$ cat src/rtl/ni_pkg.sv
// rtl/ni_pkg.sv - shared flit codes, header geometry and FSM state codes for ni_inject
package ni_pkg;

    localparam logic [1:0] FT_BODY = 2'b00;
    localparam logic [1:0] FT_HEAD = 2'b01;
    localparam logic [1:0] FT_TAIL = 2'b10;
    localparam logic [1:0] FT_HT   = 2'b11;

    // Head payload field LSBs for the default 32-bit flit / 4-bit coordinate geometry
    localparam int HDR_DX_LSB  = 26;
    localparam int HDR_DY_LSB  = 22;
    localparam int HDR_SX_LSB  = 18;
    localparam int HDR_SY_LSB  = 14;
    localparam int HDR_LEN_LSB = 10;

    localparam logic [1:0] IDLE = 2'd0;
    localparam logic [1:0] VSEL = 2'd1;
    localparam logic [1:0] BODY = 2'd2;

endpackage

$ cat src/rtl/ni_credit_ctr.sv
// rtl/ni_credit_ctr.sv - per-VC saturating credit counter with sticky overflow flag
module ni_credit_ctr
    import ni_pkg::*;
#(
    parameter int CREDITS = 4,
    parameter int CW      = $clog2(CREDITS + 1)
) (
    input  logic clk,
    input  logic rst,
    input  logic inc,
    input  logic dec,
    output logic avail,
    output logic ovf
);

    logic [CW-1:0] cnt_q, cnt_d;
    logic          ovf_q, ovf_d;

    always_comb begin
        cnt_d = cnt_q;
        ovf_d = ovf_q;
        if (inc && !dec) begin
            if (cnt_q == CW'(CREDITS)) begin
                ovf_d = 1'b1;
            end else begin
                cnt_d = cnt_q + CW'(1);
            end
        end else if (dec && !inc && cnt_q != '0) begin
            cnt_d = cnt_q - CW'(1);
        end
    end

    always_ff @(posedge clk) begin
        if (rst) begin
            cnt_q <= CW'(CREDITS);
            ovf_q <= 1'b0;
        end else begin
            cnt_q <= cnt_d;
            ovf_q <= ovf_d;
        end
    end

    assign avail = (cnt_q != '0);
    assign ovf   = ovf_q;

endmodule

$ cat src/rtl/ni_inject.sv
// rtl/ni_inject.sv - NI injection stage (head/body/tail flits, per-VC credits); NI_PKT_STATS_EN adds pkt_cnt/flit_cnt
module ni_inject
    import ni_pkg::*;
#(
    parameter int DATAW   = 32,
    parameter int NVCH    = 2,
    parameter int VCHW    = 1,
    parameter int CREDITS = 4,
    parameter int ARRAYW  = 4,
    parameter int LENW    = 4
) (
    input  logic              clk,
    input  logic              rst,
    input  logic [ARRAYW-1:0] my_xpos,
    input  logic [ARRAYW-1:0] my_ypos,
    input  logic              pkt_valid,
    output logic              pkt_ready,
    input  logic [ARRAYW-1:0] pkt_dst_x,
    input  logic [ARRAYW-1:0] pkt_dst_y,
    input  logic [LENW-1:0]   pkt_len,
    input  logic              pl_valid,
    output logic              pl_ready,
    input  logic [DATAW-3:0]  pl_data,
    output logic [DATAW-1:0]  odata,
    output logic              ovalid,
    output logic [VCHW-1:0]   ovch,
    input  logic [NVCH-1:0]   iack,
    input  logic [NVCH-1:0]   ilck,
    output logic              cr_err
`ifdef NI_PKT_STATS_EN
    ,
    output logic [15:0]       pkt_cnt,
    output logic [15:0]       flit_cnt
`endif
);

    localparam int PADW = DATAW - 2 - 4 * ARRAYW - LENW;

    logic [1:0]        state_q, state_d;
    logic [ARRAYW-1:0] dst_x_q, dst_x_d, dst_y_q, dst_y_d;
    logic [LENW-1:0]   len_q, len_d, rem_q, rem_d;
    logic [VCHW-1:0]   cur_q, cur_d, rr_q, rr_d, ovch_q, ovch_d;
    logic              ovalid_q, ovalid_d;
    logic [DATAW-1:0]  odata_q, odata_d;

    logic [NVCH-1:0]   avail, ovf, elig, send_vec;
    logic              hi_found, lo_found, found;
    logic [VCHW-1:0]   hi_sel, lo_sel, sel;

    assign elig = ~ilck & avail;

    // Round-robin: lowest eligible VC at/after rr_q, else wrap to the lowest eligible overall
    always_comb begin
        hi_found = 1'b0;
        lo_found = 1'b0;
        hi_sel   = '0;
        lo_sel   = '0;
        for (int v = NVCH - 1; v >= 0; v--) begin
            if (elig[v]) begin
                lo_found = 1'b1;
                lo_sel   = VCHW'(v);
                if (VCHW'(v) >= rr_q) begin
                    hi_found = 1'b1;
                    hi_sel   = VCHW'(v);
                end
            end
        end
        found = hi_found | lo_found;
        sel   = hi_found ? hi_sel : lo_sel;
    end

    always_comb begin
        state_d   = state_q;
        dst_x_d   = dst_x_q;
        dst_y_d   = dst_y_q;
        len_d     = len_q;
        rem_d     = rem_q;
        cur_d     = cur_q;
        rr_d      = rr_q;
        ovch_d    = ovch_q;
        odata_d   = odata_q;
        ovalid_d  = 1'b0;
        send_vec  = '0;
        pkt_ready = 1'b0;
        pl_ready  = 1'b0;
        case (state_q)
            IDLE: begin
                pkt_ready = 1'b1;
                if (pkt_valid) begin
                    dst_x_d = pkt_dst_x;
                    dst_y_d = pkt_dst_y;
                    len_d   = (pkt_len == '0) ? LENW'(1) : pkt_len;
                    rem_d   = (pkt_len == '0) ? LENW'(1) : pkt_len;
                    state_d = VSEL;
                end
            end
            VSEL: begin
                if (found) begin
                    odata_d = {(len_q == LENW'(1)) ? FT_HT : FT_HEAD,
                               dst_x_q, dst_y_q, my_xpos, my_ypos, len_q, {PADW{1'b0}}};
                    ovalid_d      = 1'b1;
                    ovch_d        = sel;
                    cur_d         = sel;
                    send_vec[sel] = 1'b1;
                    rr_d          = (sel == VCHW'(NVCH - 1)) ? '0 : sel + VCHW'(1);
                    state_d       = (len_q == LENW'(1)) ? IDLE : BODY;
                end
            end
            BODY: begin
                pl_ready = pl_valid && avail[cur_q];
                if (pl_ready) begin
                    odata_d         = {(rem_q == LENW'(2)) ? FT_TAIL : FT_BODY, pl_data};
                    ovalid_d        = 1'b1;
                    ovch_d          = cur_q;
                    send_vec[cur_q] = 1'b1;
                    rem_d           = rem_q - LENW'(1);
                    if (rem_q == LENW'(2)) begin
                        state_d = IDLE;
                    end
                end
            end
            default: state_d = IDLE;
        endcase
        if (rst) begin
            pkt_ready = 1'b0;
            pl_ready  = 1'b0;
        end
    end

    always_ff @(posedge clk) begin
        if (rst) begin
            state_q  <= IDLE;
            dst_x_q  <= '0;
            dst_y_q  <= '0;
            len_q    <= '0;
            rem_q    <= '0;
            cur_q    <= '0;
            rr_q     <= '0;
            ovch_q   <= '0;
            odata_q  <= '0;
            ovalid_q <= 1'b0;
        end else begin
            state_q  <= state_d;
            dst_x_q  <= dst_x_d;
            dst_y_q  <= dst_y_d;
            len_q    <= len_d;
            rem_q    <= rem_d;
            cur_q    <= cur_d;
            rr_q     <= rr_d;
            ovch_q   <= ovch_d;
            odata_q  <= odata_d;
            ovalid_q <= ovalid_d;
        end
    end

    for (genvar v = 0; v < NVCH; v++) begin : g_cr
        ni_credit_ctr #(
            .CREDITS(CREDITS)
        ) u_cr (
            .clk  (clk),
            .rst  (rst),
            .inc  (iack[v]),
            .dec  (send_vec[v]),
            .avail(avail[v]),
            .ovf  (ovf[v])
        );
    end

    assign odata  = odata_q;
    assign ovalid = ovalid_q;
    assign ovch   = ovch_q;
    assign cr_err = |ovf;

`ifdef NI_PKT_STATS_EN
    logic [15:0] pkt_cnt_q, pkt_cnt_d, flit_cnt_q, flit_cnt_d;

    always_comb begin
        pkt_cnt_d  = pkt_cnt_q;
        flit_cnt_d = flit_cnt_q;
        if (ovalid_d) begin
            flit_cnt_d = flit_cnt_q + 16'd1;
            if (odata_d[DATAW-1]) begin
                pkt_cnt_d = pkt_cnt_q + 16'd1;
            end
        end
    end

    always_ff @(posedge clk) begin
        if (rst) begin
            pkt_cnt_q  <= '0;
            flit_cnt_q <= '0;
        end else begin
            pkt_cnt_q  <= pkt_cnt_d;
            flit_cnt_q <= flit_cnt_d;
        end
    end

    assign pkt_cnt  = pkt_cnt_q;
    assign flit_cnt = flit_cnt_q;
`endif

endmodule

$ cat config.mk
export PLATFORM = sky130hd
export DESIGN_NAME = ni_inject
export DESIGN_NICKNAME = d
export VERILOG_FILES = /design/src/rtl/ni_pkg.sv /design/src/rtl/ni_credit_ctr.sv /design/src/rtl/ni_inject.sv
export SDC_FILE = /design/constraint.sdc
export NUM_CORES = 1
export LEC_CHECK = 0
export BUFFER_PORTS_ARGS = -buffer_cell sky130_fd_sc_hd__buf_2
export CAP_MARGIN = 10
export CORE_MARGIN = 4
export CORE_UTILIZATION = 46
export DETAILED_ROUTE_END_ITERATION = 6
export GPL_ROUTABILITY_DRIVEN = 0
export HOLD_SLACK_MARGIN = 0.02
export PLACE_DENSITY_LB_ADDON = 0.25
export SYNTH_ARGS = -nofsm -noshare
export SYNTH_HDL_FRONTEND = slang
export SYNTH_SLANG_ARGS = --single-unit
export TNS_END_PERCENT = 10
$ cat constraint.sdc
create_clock -name clk -period 2.4 [get_ports clk]
set_clock_uncertainty 0.05 [all_clocks]
set_input_delay 0 -clock clk [delete_from_list [all_inputs] [get_ports clk]]
set_output_delay 0 -clock clk [all_outputs]
set_load 0.1 [all_outputs]
==> results.yml <==
timing:
  setup_slack_ns: 0.0607
  relSlewSlack_pct: 54.3
  min_period_ns: 2.34
  hold_viol: 0
  fmax_mhz: 427
  hold_ws_ns: 0.0829
  drv_slew: 0
  setup_viol: 0
  post-route-period-util_pct: 97.5
  worst_pin_slew_ns: 0.686
floorplanning:
  die_y_um: 90.6
  start_util_pct: 48.3
  pin_count: 95
  die-area_mm2: 0.00821
  rows: 29
  die_x_um: 90.6
  core-area_mm2: 0.00649
synth:
  synth-seq-cells: 62
  synthCells: 345
  syn_nets: 410
  synthTopCellsByCount: "62 x dfxtp_1, 45 x nor2_1, 36 x nand2_1"
  synth_top_area_cell: "dfxtp_1"
  synth_top_area_share_pct: 39.5
  synthDistinctLibCells: 60
  synth.area.top_cells: "dfxtp_1 40%, mux2i_1 8.6%, a211oi_2 8.4%"
  seq_area_frac_synth_pct: 39.5
  yosys_warnings: 0
  yosysMostFrequentCell: "dfxtp_1"
  synthFlopType: "dfxtp_1"
  synth_edf_count: 0
  synth_area_mm2: 0.00314
  synthArstFlopShare_pct: 0
  syn-mean-instance-area_um2: 9.10
cts:
  cts.sink_count: 62
  cts_root_buf: "clkbuf_8"
  cts_max_level: 3
  path_clk_slew_ns: 0.07
  cts_buffers: 9
  clock_path_buffers: 2
  cts_tree: "built"
  clk_latency_ns: 0.34
layout:
  area_delta_synth_final_pct: 49.0
  register_area_mm2: 0.00124
  layout.nets: 575
  multi_input_area_mm2: 0.00184
  drive_above_1_share_pct: 36.5
  fill_cells: 500
  n_antenna_cell: 0
route:
  wl_per_cell_um: 15.5
  first_iter_violations: 170
  viasPerCell: 5.35
  dr.pass1.iters: 4
  ant_nets: 0
  vias: 3165
  drcViolationCount: 0
  drt_wl_total_mm: 9.15
setup_path:
  critPathMaxFanout: 3
  path_common_cell: "nand3_1"
  required_ns: 2.61
  path_cells: "inv_2 -> buf_4 -> ha_4 -> and3_1 -> nand3_1 -> nand3_1 -> fa_2 -> or4_4 -> a32oi_1"
  max_stage_delay_ns: 0.52
  critPathKind: "register to register"
  cp-start-kind: "register"
  cp_slowest_cell: "or4_4"
  endpoint_kind: "register"
  arrival_ns: 2.55
  reg2reg_slack_ns: 0.06
run_status:
  status: "finished clean"
global_routing:
  grt_usage_pct: 22.2
  grt_pass1_vias: 3075
  grt_pass1_wl_mm: 14.9
  antenna_found_initial: 0
  grt_max_degree: 44
  gr-total-overflow: 0
power:
  powerDensity_mw_per_mm2: 1300
  leakage_nw: 1.93
  total_power_mw: 6.08
  worst_ir_drop_vdd_mv: 0.923
place:
  dp_hpwl_mm: 5.69
  numPortBuffers: 94
  dpl_worst_slack_ns: -0.157
hold_path:
  hold_path.class: "input port to register"
run:
  max_cap_viol_count: 0
==> cells by family (layout without fill, tap and decap cells) <==
logic type / count (synthesis) / in the layout / share of synthesized area, %
AOI/OAI and AO/OA: 85 / 85 / 23.4
xor gates and xnor gates: 2 / 2 / 0.558
adders and majority gates: 7 / 7 / 3.27
buffers and inverters: 33 / 203 / 4.42
DFF: 62 / 62 / 39.5
muxes: 27 / 27 / 8.61
and+or+nand+nor: 129 / 129 / 20.2
==> registers in the layout (all words and copies together), names as in the netlist, 2 cells and up <==
name,flops
g_cr.u_cr.cnt_q,6
g_cr.u_cr.ovf,2
rem_q,4
odata,32
len_q,4
dst_y_q,4
dst_x_q,4
state_q,2
==> metal layers <==
| layer | part of all wire (%) | track usage (%) |
|---|---|---|
| met5 | 0 | 0 |
| met1 | 42 | 27.0 |
| met2 | 51 | 38.1 |
| met3 | 4.7 | 5.33 |
| met4 | 2.4 | 7.65 |
==> worst max-delay path: cells and delay by family, from the launching register on <==
family                     cells  cell delay [ns]
buffers and inverters          2             0.19
adders and majority gates      2             0.55
and+or+nand+nor                4             0.94
DFF                            1             0.34
AOI/OAI and AO/OA              1             0.19
==> power breakdown <==
group          internal [mW]  total [mW]  switching, mW
clock                  0.513       0.951          0.438
sequential              1.32        1.48          0.165
combinational           1.06        3.64           2.58
==> cell usage in the layout, fill, tap and decap left out, types with 2 or more instances in the layout <==
cell type      count
ha_4               3
nor2_1            45
buf_4             27
inv_2              3
buf_2             93
a21o_1             2
dlygate4sd3_1     54
nor3_1             7
mux2i_1           27
nand4_1            2
and3_1             2
or2_2              2
buf_6              2
a211oi_1           3
a311oi_1           2
inv_1              7
ha_1               2
o31ai_1            3
o21ai_1            2
o21a_1             2
clkbuf_8          10
and2_1             3
o211ai_1           2
nand2b_1           2
xnor2_1            2
nand3_1            6
a211oi_2          21
o21ai_0            2
dfxtp_1           60
nand3_2            2
or3_1              3
clkinv_4           2
a21oi_1           18
nand2_1           35
dfxtp_2            2
fa_2               2
a41oi_1            2
nor2b_1            5
a22oi_1           10
==> repair_timing <==
action                                  4_1_cts  5_1_grt
endpoints found under the setup margin        3       25
hold buffers                                 54        0
hold endpoints to repair                     51        0
gates resized for setup                       5       13
pin swaps                                     4        8
buffers inserted                              1        6
==> cell type report <==
cell class	instances	area share [%]
Sequential cell	62	26.6
Multi-Input combinational cell	250	39.4
Inverter	10	0.803
Timing Repair Buffer	177	26.8
Clock inverter	6	1.47
Tap cell	77	2.06
Clock buffer	10	2.94
==> per-stage QoR <==
stage,setup TNS [ns],instances,instance area (um2),utilization (%)
floorplan,-0.148,345,3150,-
global placement,-0.0457,515,3800,58.6
detailed placement,-0.241,515,3800,58.6
CTS,-0.00983,586,4580,70.5
global route,-0.0753,592,4680,72.0
finish,0,592,4680,72.0
==> path summary, 6_finish.rpt <==
kind,from,endpoint,depth (start not counted)
max,state_q[0],g_cr[1].u_cr.cnt_q[2],9
min,iack[0],g_cr[0].u_cr.cnt_q[2],5
max reg2reg,state_q[0],g_cr[1].u_cr.cnt_q[2],9
min reg2reg,dst_x_q[1],dst_x_q[1],2
Power figures use the tool's default switching activity.
